**config.mk**
```make
export PLATFORM = sky130hd
export DESIGN_NAME = frame_scan_ctrl
export DESIGN_NICKNAME = d
export VERILOG_FILES = /design/src/rtl/frame_scan_ctrl.sv
export SDC_FILE = /design/constraint.sdc
export NUM_CORES = 1
export LEC_CHECK = 0
export CAP_MARGIN = 5
export CELL_PAD_IN_SITES_DETAIL_PLACEMENT = 0
export CELL_PAD_IN_SITES_GLOBAL_PLACEMENT = 1
export CORE_MARGIN = 2
export CORE_UTILIZATION = 42
export DETAILED_ROUTE_END_ITERATION = 7
export PLACE_DENSITY_LB_ADDON = 0.1
export SLEW_MARGIN = 20
export SYNTH_ARGS = -nofsm -noshare
export SYNTH_HDL_FRONTEND = slang
export SYNTH_SLANG_ARGS = --single-unit
```
**constraint.sdc**
```tcl
create_clock -name clk -period 3.2 [get_ports clk]
set_input_delay 0.48 -clock clk [delete_from_list [all_inputs] [get_ports clk]]
set_output_delay 0.48 -clock clk [all_outputs]
set_load 0.05 [all_outputs]
```
**src/rtl/frame_scan_ctrl.sv**
```systemverilog
`default_nettype none
// ============================================================================
// Module   : frame_scan_ctrl
// Brief    : Raster-scan sequencer for one IMG_W x IMG_H frame with
//            KSIZE x KSIZE window, line and frame completion flags.
// Revision : 1.0 - initial release
// ============================================================================
module frame_scan_ctrl #(
    parameter int IMG_W = 640,
    parameter int IMG_H = 640,
    parameter int KSIZE = 3,
    parameter int CW    = 15
) (
    input  logic          clk,
    input  logic          reset,
    input  logic          start,
    input  logic          abort,
    input  logic          stall,
    input  logic          pix_valid,
    output logic          pix_ready,
    output logic          acc_valid,
    output logic [CW-1:0] acc_col,
    output logic [CW-1:0] acc_row,
    output logic          win_valid,
    output logic          line_end,
    output logic [CW-1:0] lines_done,
    output logic          busy,
    output logic          done
);

    typedef enum logic [1:0] {
        S_IDLE    = 2'd0,
        S_PREFILL = 2'd1,
        S_RUN     = 2'd2,
        S_DONE    = 2'd3
    } state_t;

    localparam logic [CW-1:0] C_LAST_COL     = CW'(IMG_W - 1);
    localparam logic [CW-1:0] C_LAST_ROW     = CW'(IMG_H - 1);
    localparam logic [CW-1:0] C_WIN_MIN      = CW'(KSIZE - 1);
    localparam logic [CW-1:0] C_PRE_LAST_ROW = CW'((KSIZE > 1) ? (KSIZE - 2) : 0);
    // A 1x1 kernel has no rows to prefill, so the scan starts directly in RUN.
    localparam state_t        C_FIRST_STATE  = (KSIZE == 1) ? S_RUN : S_PREFILL;

    state_t        r_state;
    state_t        w_state_nxt;
    logic [CW-1:0] r_col;
    logic [CW-1:0] r_row;
    logic [CW-1:0] r_lines_done;
    logic          r_acc_valid;
    logic [CW-1:0] r_acc_col;
    logic [CW-1:0] r_acc_row;
    logic          r_win_valid;
    logic          r_line_end;

    logic          w_busy;
    logic          w_accept;
    logic          w_last_col;
    logic          w_frame_start;

    assign w_busy        = (r_state == S_PREFILL) || (r_state == S_RUN);
    assign pix_ready     = w_busy & ~stall & ~abort;
    assign w_accept      = pix_valid & pix_ready;
    assign w_last_col    = (r_col == C_LAST_COL);
    assign w_frame_start = (r_state == S_IDLE) & start & ~abort;

    always_ff @(posedge clk or negedge reset) begin
        if (!reset) begin
            r_state <= S_IDLE;
        end else begin
            r_state <= w_state_nxt;
        end
    end

    always_comb begin
        w_state_nxt = r_state;
        case (r_state)
            S_IDLE: begin
                if (start) begin
                    w_state_nxt = C_FIRST_STATE;
                end
            end
            S_PREFILL: begin
                if (w_accept && w_last_col && (r_row == C_PRE_LAST_ROW)) begin
                    w_state_nxt = S_RUN;
                end
            end
            S_RUN: begin
                if (w_accept && w_last_col && (r_row == C_LAST_ROW)) begin
                    w_state_nxt = S_DONE;
                end
            end
            S_DONE: begin
                w_state_nxt = S_IDLE;
            end
            default: begin
                w_state_nxt = S_IDLE;
            end
        endcase
        // Abort overrides every transition, including a start in IDLE.
        if (abort) begin
            w_state_nxt = S_IDLE;
        end
    end

    always_ff @(posedge clk or negedge reset) begin
        if (!reset) begin
            r_col        <= '0;
            r_row        <= '0;
            r_lines_done <= '0;
        end else if (w_frame_start) begin
            r_col        <= '0;
            r_row        <= '0;
            r_lines_done <= '0;
        end else if (w_accept) begin
            if (w_last_col) begin
                r_col        <= '0;
                r_row        <= r_row + CW'(1);
                r_lines_done <= r_lines_done + CW'(1);
            end else begin
                r_col <= r_col + CW'(1);
            end
        end
    end

    // Report stage: flags describe the pixel at its pre-increment position.
    always_ff @(posedge clk or negedge reset) begin
        if (!reset) begin
            r_acc_valid <= 1'b0;
            r_acc_col   <= '0;
            r_acc_row   <= '0;
            r_win_valid <= 1'b0;
            r_line_end  <= 1'b0;
        end else begin
            r_acc_valid <= w_accept;
            r_win_valid <= w_accept && (r_row >= C_WIN_MIN) && (r_col >= C_WIN_MIN);
            r_line_end  <= w_accept && w_last_col;
            if (w_accept) begin
                r_acc_col <= r_col;
                r_acc_row <= r_row;
            end
        end
    end

    assign acc_valid  = r_acc_valid;
    assign acc_col    = r_acc_col;
    assign acc_row    = r_acc_row;
    assign win_valid  = r_win_valid;
    assign line_end   = r_line_end;
    assign lines_done = r_lines_done;
    assign busy       = w_busy;
    assign done       = (r_state == S_DONE);

endmodule
`default_nettype wire

```
# After elaboration in Yosys (flattened, before gate mapping)

Index checks and enable logic that the tools add are counted.

Add/sub/neg operators: 3
$lt $le $gt $ge: 2
Eq/ne operators: 9
Mux-type cells: 14
Bitwise gates (word level): 7
Reduce and logical (&&, ||, !) cells: 11

Operators by type and width:

| operator                                                                | count |
|---|---|
| 15-bit two-way mux                                                      | 9 |
| 15-bit by 1-bit adder with 15-bit output (second input constant)        | 3 |
| 15-bit by 10-bit == test with 1-bit output (second input constant)      | 2 |
| 15-bit by 2-bit >= comparator with 1-bit output (second input constant) | 2 |
| 15-bit by 1-bit == test with 1-bit output (second input constant)       | 1 |
| 2-bit two-way mux                                                       | 4 |
| 2-bit case mux with 4 select lines                                      | 1 |
| 3-bit by 2-bit != test with 1-bit output (second input constant)        | 2 |
| 1-bit bitwise AND                                                       | 5 |
| 1-bit logical AND                                                       | 5 |
| 2-bit == test (second input constant)                                   | 2 |
| 2-bit nonzero test                                                      | 2 |
| 3-bit != test (second input constant)                                   | 1 |
| 3-bit AND reduction                                                     | 1 |
| 2-bit by 1-bit == test with 1-bit output (second input constant)        | 1 |
| 2-bit logical NOT                                                       | 1 |
| 1-bit inverter                                                          | 2 |
| 2-bit AND reduction                                                     | 1 |
| 1-bit logical OR                                                        | 1 |

Flip-flop bits (word level): 80
Input port bits: 6
Output and inout port bits: 51
Logic and storage cells: 55

# Logic depth before layout (Yosys ltp)

Gate-level depths: netlist (run 1).

Word-level depth: 10
Mapped depth: 9
Mapped depth without buffers: 8

# Worst setup path after synthesis (run 1)

Ideal clock, no wire load.

Kind: register -> output
From: register r_state[0]
To: output pix_ready
Arrival time: 2.276 ns
Required time: 2.720 ns
Slack: 0.444 ns
Stages on the path, launching flop included: 4
Buffers on the path: 0
Path through: dfrtp_1 -> inv_1 -> ha_1 -> nor3b_1

Longest elaborated chain between the ends: 4
Elaborated cells on any way between the ends: 5
Those cells by class: eq/ne (2); bitwise (2); reduce/logical (1)

Ends and longest elaborated chain:

| what                                                                             | line | text |
|---|---|---|
| start, declared                                                                  | 45   | `state_t r_state;` |
| start signal, assigned                                                           | 71   | `r_state <= w_state_nxt;` |
| 2-bit by 1-bit == test with 1-bit output / 2-bit == test (equally long branches) | 61   | `assign w_busy = (r_state == S_PREFILL) \|\| (r_state == S_RUN);` |
| 1-bit logical OR *                                                               | 61   |  |
| net busy                                                                         | 27   | `output logic busy,` |
| 1-bit bitwise AND * (2 in series)                                                | 62   | `assign pix_ready = w_busy & ~stall & ~abort;` |
| end, declared                                                                    | 20   | `output logic pix_ready,` |

The timed path passes the listed nets; every way through them passes the cells marked *.

# Worst setup path after layout (run 1)

From: register r_state[1]
To: output pix_ready

Longest elaborated chain between the ends: 4
Elaborated cells on any way between the ends: 5
Those cells by class: eq/ne (2); bitwise (2); reduce/logical (1)

Ends and longest elaborated chain:

| what                                                                             | line |
|---|---|
| 2-bit by 1-bit == test with 1-bit output / 2-bit == test (equally long branches) | 61 |
| 1-bit logical OR *                                                               | 61 |
| 1-bit bitwise AND * (2 in series)                                                | 62 |

Every way passes the cells marked *; elsewhere a longest branch is shown, timed or not.

==> results of run 1 <==
==> worst reg2reg max path, delay by kind of cell (launching register included) <==
kind / cells / cell delay (ps)
flops: 1 / 450
simple gates: 4 / 1410
compound gates: 2 / 630
==> Yosys cell counts, drive strengths merged, types with 6 or more instances <==
library cell / count / area share
nand4: 9 / 0.015
o21ai: 18 / 0.024
xnor2: 20 / 0.046
nor2: 41 / 0.040
nor3: 11 / 0.014
nor4: 9 / 0.019
and3: 6 / 0.0099
mux2: 30 / 0.089
inv: 11 / 0.011
a21oi: 8 / 0.011
ha: 11 / 0.036
nand2: 29 / 0.029
dfrtp: 80 / 0.53
nand3: 23 / 0.034
==> sequential cells by signal, summed over array words and instances (netlist names) <==
name / flops
acc_row: 15
win_valid: 1
r_col: 15
lines_done: 15
r_row: 15
acc_valid: 1
acc_col: 15
line_end: 1
r_state: 2
==> power by group through the flow <==
stage | registers, mW | logic (mW) | clock network [mW]
2_1_floorplan | 1.23 | 0.309 | 0
3_3_place_gp | 1.15 | 0.589 | 0
3_5_place_dp | 1.15 | 0.594 | 0
4_1_cts | 1.13 | 0.596 | 0.852
5_1_grt | 1.14 | 0.647 | 0.895
6_report | 1.13 | 0.587 | 0.829
==> final timing paths <==
check                           slack (ps)  startpoint       endpoint
worst min register to register         510  acc_col[0]     acc_col[0]
max in group asynchronous             2530       reset  lines_done[2]
min in group clk                       510  acc_col[0]     acc_col[0]
worst min-delay path                   150       reset     acc_row[8]
worst max-delay path                   460  r_state[1]      pix_ready
worst max register to register         590   r_col[11]     r_state[1]
==> layer usage <==
layer	GRT usage	vias to the layer above	part of all wire
met3	0.0436	10	0.057
met5	0	-	0
met1	0.286	1388	0.51
met2	0.251	72	0.41
met4	0.0759	0	0.018
li1	-	1395	-
==> cells by family after synthesis <==
| family | after synthesis |
|---|---|
| buffers and inverters | 19 |
| and+or+nand+nor | 149 |
| xor gates and xnor gates | 25 |
| adders and majority gates | 11 |
| AOI/OAI and AO/OA | 41 |
| muxes | 31 |
| DFF | 80 |
==> cell type report <==
class	instances	area, µm²
clock buffer	11	141
clock inverter	5	80.1
fill	790	4030
inverter	11	41.3
multi-input combinational	257	1730
sequential	80	2000
tap	108	135
timing repair buffer	61	599
==> metrics by stage <==
step	power, mW	hold WS, ps	instance area, µm²
after detailed placement	1.75	495	4510
after global placement	1.74	490	4510
after CTS	2.58	330	4730
after global routing	2.69	198	4730
after floorplan	1.54	184	3810
final	2.55	146	4730
==> results_dict.tcl, run 1 <==
set metrics [dict create \
    synthArstFlopShare 1.00 \
    initial_utilization 0.434 \
    r2r_cells 6 \
    synth_adder_area_share 0.0362 \
    path_cells "inv_1, ha_1, nor3b_1, clkdlybuf4s50_1" \
    numPortBuffers 56 \
    stdcell_count 533 \
    yosys.area_share.simple 0.203 \
    cts_buffers 9 \
    grt_pass1_wl_mm 14.4 \
    drv_cap 0 \
    htreeDepth 3 \
    grt-ovfl-total 0 \
    drc 0 \
    clock_latency_ps 360 \
    critPathMaxStageDelay_ps 820 \
    setup_viol 0 \
    wire_per_inst_um 15.9 \
    setup_slack_ps 465 \
    grt_pass1_vias 2897 \
    root_buffer "clkbuf_8" \
    synth_edf_count 0 \
    slew_violations 0 \
    final_core_util 0.540 \
    drive_gt1_frac 0.134 \
    relSlewSlack 0.506 \
    die_width_um 99.2 \
    worstMarginPinSlew_ps 741 \
    final_common_cell "dfrtp_1" \
    synth_compound_area_frac 0.0671 \
    leakage_nw 2.07 \
    drt_iter0_markers 171 \
    routed_wl_mm 8.50 \
    crit_family "buffers and inverters" \
    clkTransAtPathRegs_ps 80 \
    cts_setup_buffers 0 \
    dieHeight_um 99.2 \
    clock_power_share 0.325 \
    area_delta_synth_final_pct 24.3 \
    hp-class "input port to asynchronous set/reset pin" \
    synth_top_family_by_area "simple AND/OR/NAND/NOR gates" \
    core-area_um2 8760 \
    dieArea_um2 9840 \
    cts.sinks 80 \
    power_density_nw_per_um2 539 \
    hpwl_mm 5.85 \
    cp.depth 4 \
    globalplace.congestion 0.832 \
    period_share 0.855 \
    p_sw_frac 0.319 \
    combPwrFrac 0.230 \
    grt_setup_unrepaired "false" \
    worst_setup_path_end_kind "primary output" \
    ys_types 45 \
    critical_path_buf_inv_count 2 \
    grt_usage 0.186 \
    yosys_warnings 0 \
    syn_nets 373 \
    synth-main-ff-cell "dfrtp_1" \
    cp.required_ps 2720 \
    crit_type "register to primary output" \
    antenna_found_initial 0 \
    start_kind "register" \
    period_needed_ps 2740 \
    p_int_mw 1.74 \
    switchingPower_uw 815 \
    pre_cts_slack_ps 612 \
    ir_worst_vdd_mv 0.210 \
    ys_ff_latch 80 \
    layout_common_cells "80 x dfrtp_1, 55 x clkdlybuf4s50_1, 41 x nor2_1" \
    vias 2865 \
    rows 34 \
    nNetsFinal 437 \
    finClkSkew_ps 7.52 \
    io_pins 57 \
    cts_resized 0 \
    crit_arrival_ps 2260 \
    synth-xor-area-share 0.0575 \
    antenna_cells 0 \
    synth_cells 356 \
    synthMuxAreaShare 0.0914 \
    pwr-share-seq 0.445 \
    avgSynthCellArea_um2 10.7 \
    drt_pass1_iterations 4 \
    crit_slowest_cell "clkdlybuf4s50_1" \
    syn-cell-area_um2 3810 \
    ant_nets 0 \
    clk_path_buf_depth 2 \
    cp_max_fo 5 \
    vias_per_cell 5.38 \
    grt_max_degree 81 \
    hold_buffers 0 \
    yosysSeqAreaShare 0.526 \
    dp.cells 517 \
    hold_viol 0 \
    max_freq_mhz 366 \
    cts_tree "yes" \
    fin_setup_tns_ps 0 \
    status "finished, final reports clean" \
]
(Power assumes the default switching activity.)
==> run 2, diff against run 1 <==
==> constraint.sdc (replaced) <==
create_clock -name clk -period 3.1 [get_ports clk]
set_input_delay 0.465 -clock clk [delete_from_list [all_inputs] [get_ports clk]]
set_output_delay 0.465 -clock clk [all_outputs]
set_load 0.05 [all_outputs]
==> run 2 against run 1 <==
- critical path depth is the same
- clock-buffer cell count is the same
- non-clock buffer count is the same
- first-iteration DRC count shrank 2.9%
- sequential power grew 4%
- routed wire length shrank 0.19%
- clock skew grew 1.5 ps
- sequential share of layout area grew 0.078 points
- register-to-register slack lost 50 ps
- critical path type unchanged
- largest cell class unchanged
==> results_dict.tcl, run 2 (same netlist as run 1, synthesis figures left out) <==
set metrics [dict create \
    hpwl_mm 5.72 \
    io_pins 57 \
    vias 2928 \
    crit_arrival_ps 2270 \
    drt_iter0_markers 166 \
    slew_violations 0 \
    finClkSkew_ps 8.99 \
    start_kind "register" \
    dieArea_um2 9840 \
    grt-ovfl-total 0 \
    initial_utilization 0.434 \
    final_core_util 0.539 \
    rrSetupSlack_ps 540 \
    cts_setup_buffers 0 \
    cts_tree "yes" \
    status "finished, final reports clean" \
    root_buffer "clkbuf_8" \
    rows 34 \
    power.total_mw 2.62 \
    core-area_um2 8760 \
    hold_buffers 0 \
    antenna_found_initial 0 \
    numPortBuffers 56 \
    grt_usage 0.185 \
    vias_per_cell 5.49 \
    antenna_cells 0 \
    leakage_nw 2.07 \
    cts.sinks 80 \
    crit_slowest_cell "clkdlybuf4s50_1" \
    ant_nets 0 \
    cp_max_fo 5 \
    dp.cells 517 \
    grt_pass1_vias 2879 \
    nFillCells 800 \
    power_density_nw_per_um2 554 \
    grt_setup_unrepaired "false" \
    r2r-start "r_col[11]" \
    globalplace.congestion 0.823 \
    stdcell_count 533 \
    area_delta_synth_final_pct 24.1 \
    fin_setup_tns_ps 0 \
    clock_latency_ps 360 \
    path_cells "inv_1, ha_1, nor3b_1, clkdlybuf4s50_1" \
    drv_cap 0 \
    cp.required_ps 2630 \
    final_common_cell "dfrtp_1" \
    nNetsFinal 437 \
    max_freq_mhz 366 \
    routed_wl_mm 8.48 \
    worstMarginPinSlew_ps 746 \
    drc 0 \
    setup_viol 0 \
    wire_per_inst_um 15.9 \
    hold_viol 0 \
    drt_pass1_iterations 4 \
    clk_path_buf_depth 2 \
    r2r-end "r_state[1]" \
    critPathMaxStageDelay_ps 830 \
    clkTransAtPathRegs_ps 80 \
    worst_setup_path_end_kind "primary output" \
    layout_common_cells "80 x dfrtp_1, 55 x clkdlybuf4s50_1, 41 x nor2_1" \
    ir_worst_vdd_mv 0.253 \
    cts_buffers 9 \
    grt_max_degree 81 \
    drive_gt1_frac 0.132 \
    htreeDepth 3 \
    relSlewSlack 0.502 \
    die_width_um 99.2 \
    r2r_cells 6 \
    dieHeight_um 99.2 \
    grt_pass1_wl_mm 14.6 \
    cts_resized 0 \
    period_share 0.882 \
    period_needed_ps 2730 \
    hp-class "input port to asynchronous set/reset pin" \
    crit_type "register to primary output" \
]
[run 2: cell types whose count changed in the layout (fill, tap and decap cells not counted), sizes merged]
cell and delta:
clkinvlp -1, clkinv +1
[run 2: how the worst max path moves through the flow]
stage / startpoint / endpoint / slack, ps / depth (start not counted)
floorplan: r_state[0] / pix_ready / 360 / 3
detailed placement: r_col[11] / r_state[1] / 560 / 6
global placement: r_col[11] / r_state[1] / 590 / 6
finish: r_state[0] / pix_ready / 370 / 4
global route: r_state[0] / pix_ready / 210 / 4
CTS: r_state[0] / pix_ready / 360 / 4
[run 2: metal layers]
layer,GRT usage,wire length [µm]
met1,0.275,4260
met2,0.261,3630
met3,0.0415,466
met4,0.0748,126
met5,0,0
[run 2: per-stage QoR]
stage	area, µm²	hold WS, ps	worst slack, ps
floorplan	3810	169	359
global placement	4510	489	591
detailed placement	4510	494	560
CTS	4720	321	357
global route	4720	186	206
finish	4720	104	367
[run 2: power breakdown]
part | total (mW) | internal, mW | switching (mW)
registers | 1.17 | 1.10 | 0.0701
clock network | 0.836 | 0.454 | 0.382
logic | 0.611 | 0.216 | 0.395
total | 2.62 | 1.77 | 0.846
[run 2: cell type report]
| type | instances | area (µm²) | share of cell area |
|---|---|---|---|
| Clock inverter | 5 | 81.3 | 0.0172 |
| Clock buffer | 11 | 131 | 0.0278 |
| Inverter | 11 | 41.3 | 0.00874 |
| Sequential cell | 80 | 2000 | 0.424 |
| Multi-Input combinational cell | 257 | 1730 | 0.367 |
| Timing Repair Buffer | 61 | 599 | 0.127 |
| Tap cell | 108 | 135 | 0.0286 |
[run 2: worst max-delay path, delay by kind of cell, from the launching register on]
family | cells | cell delay (ps)
adders and majority gates | 1 | 370
buffers and inverters | 2 | 930
DFF | 1 | 410
and+or+nand+nor | 1 | 200
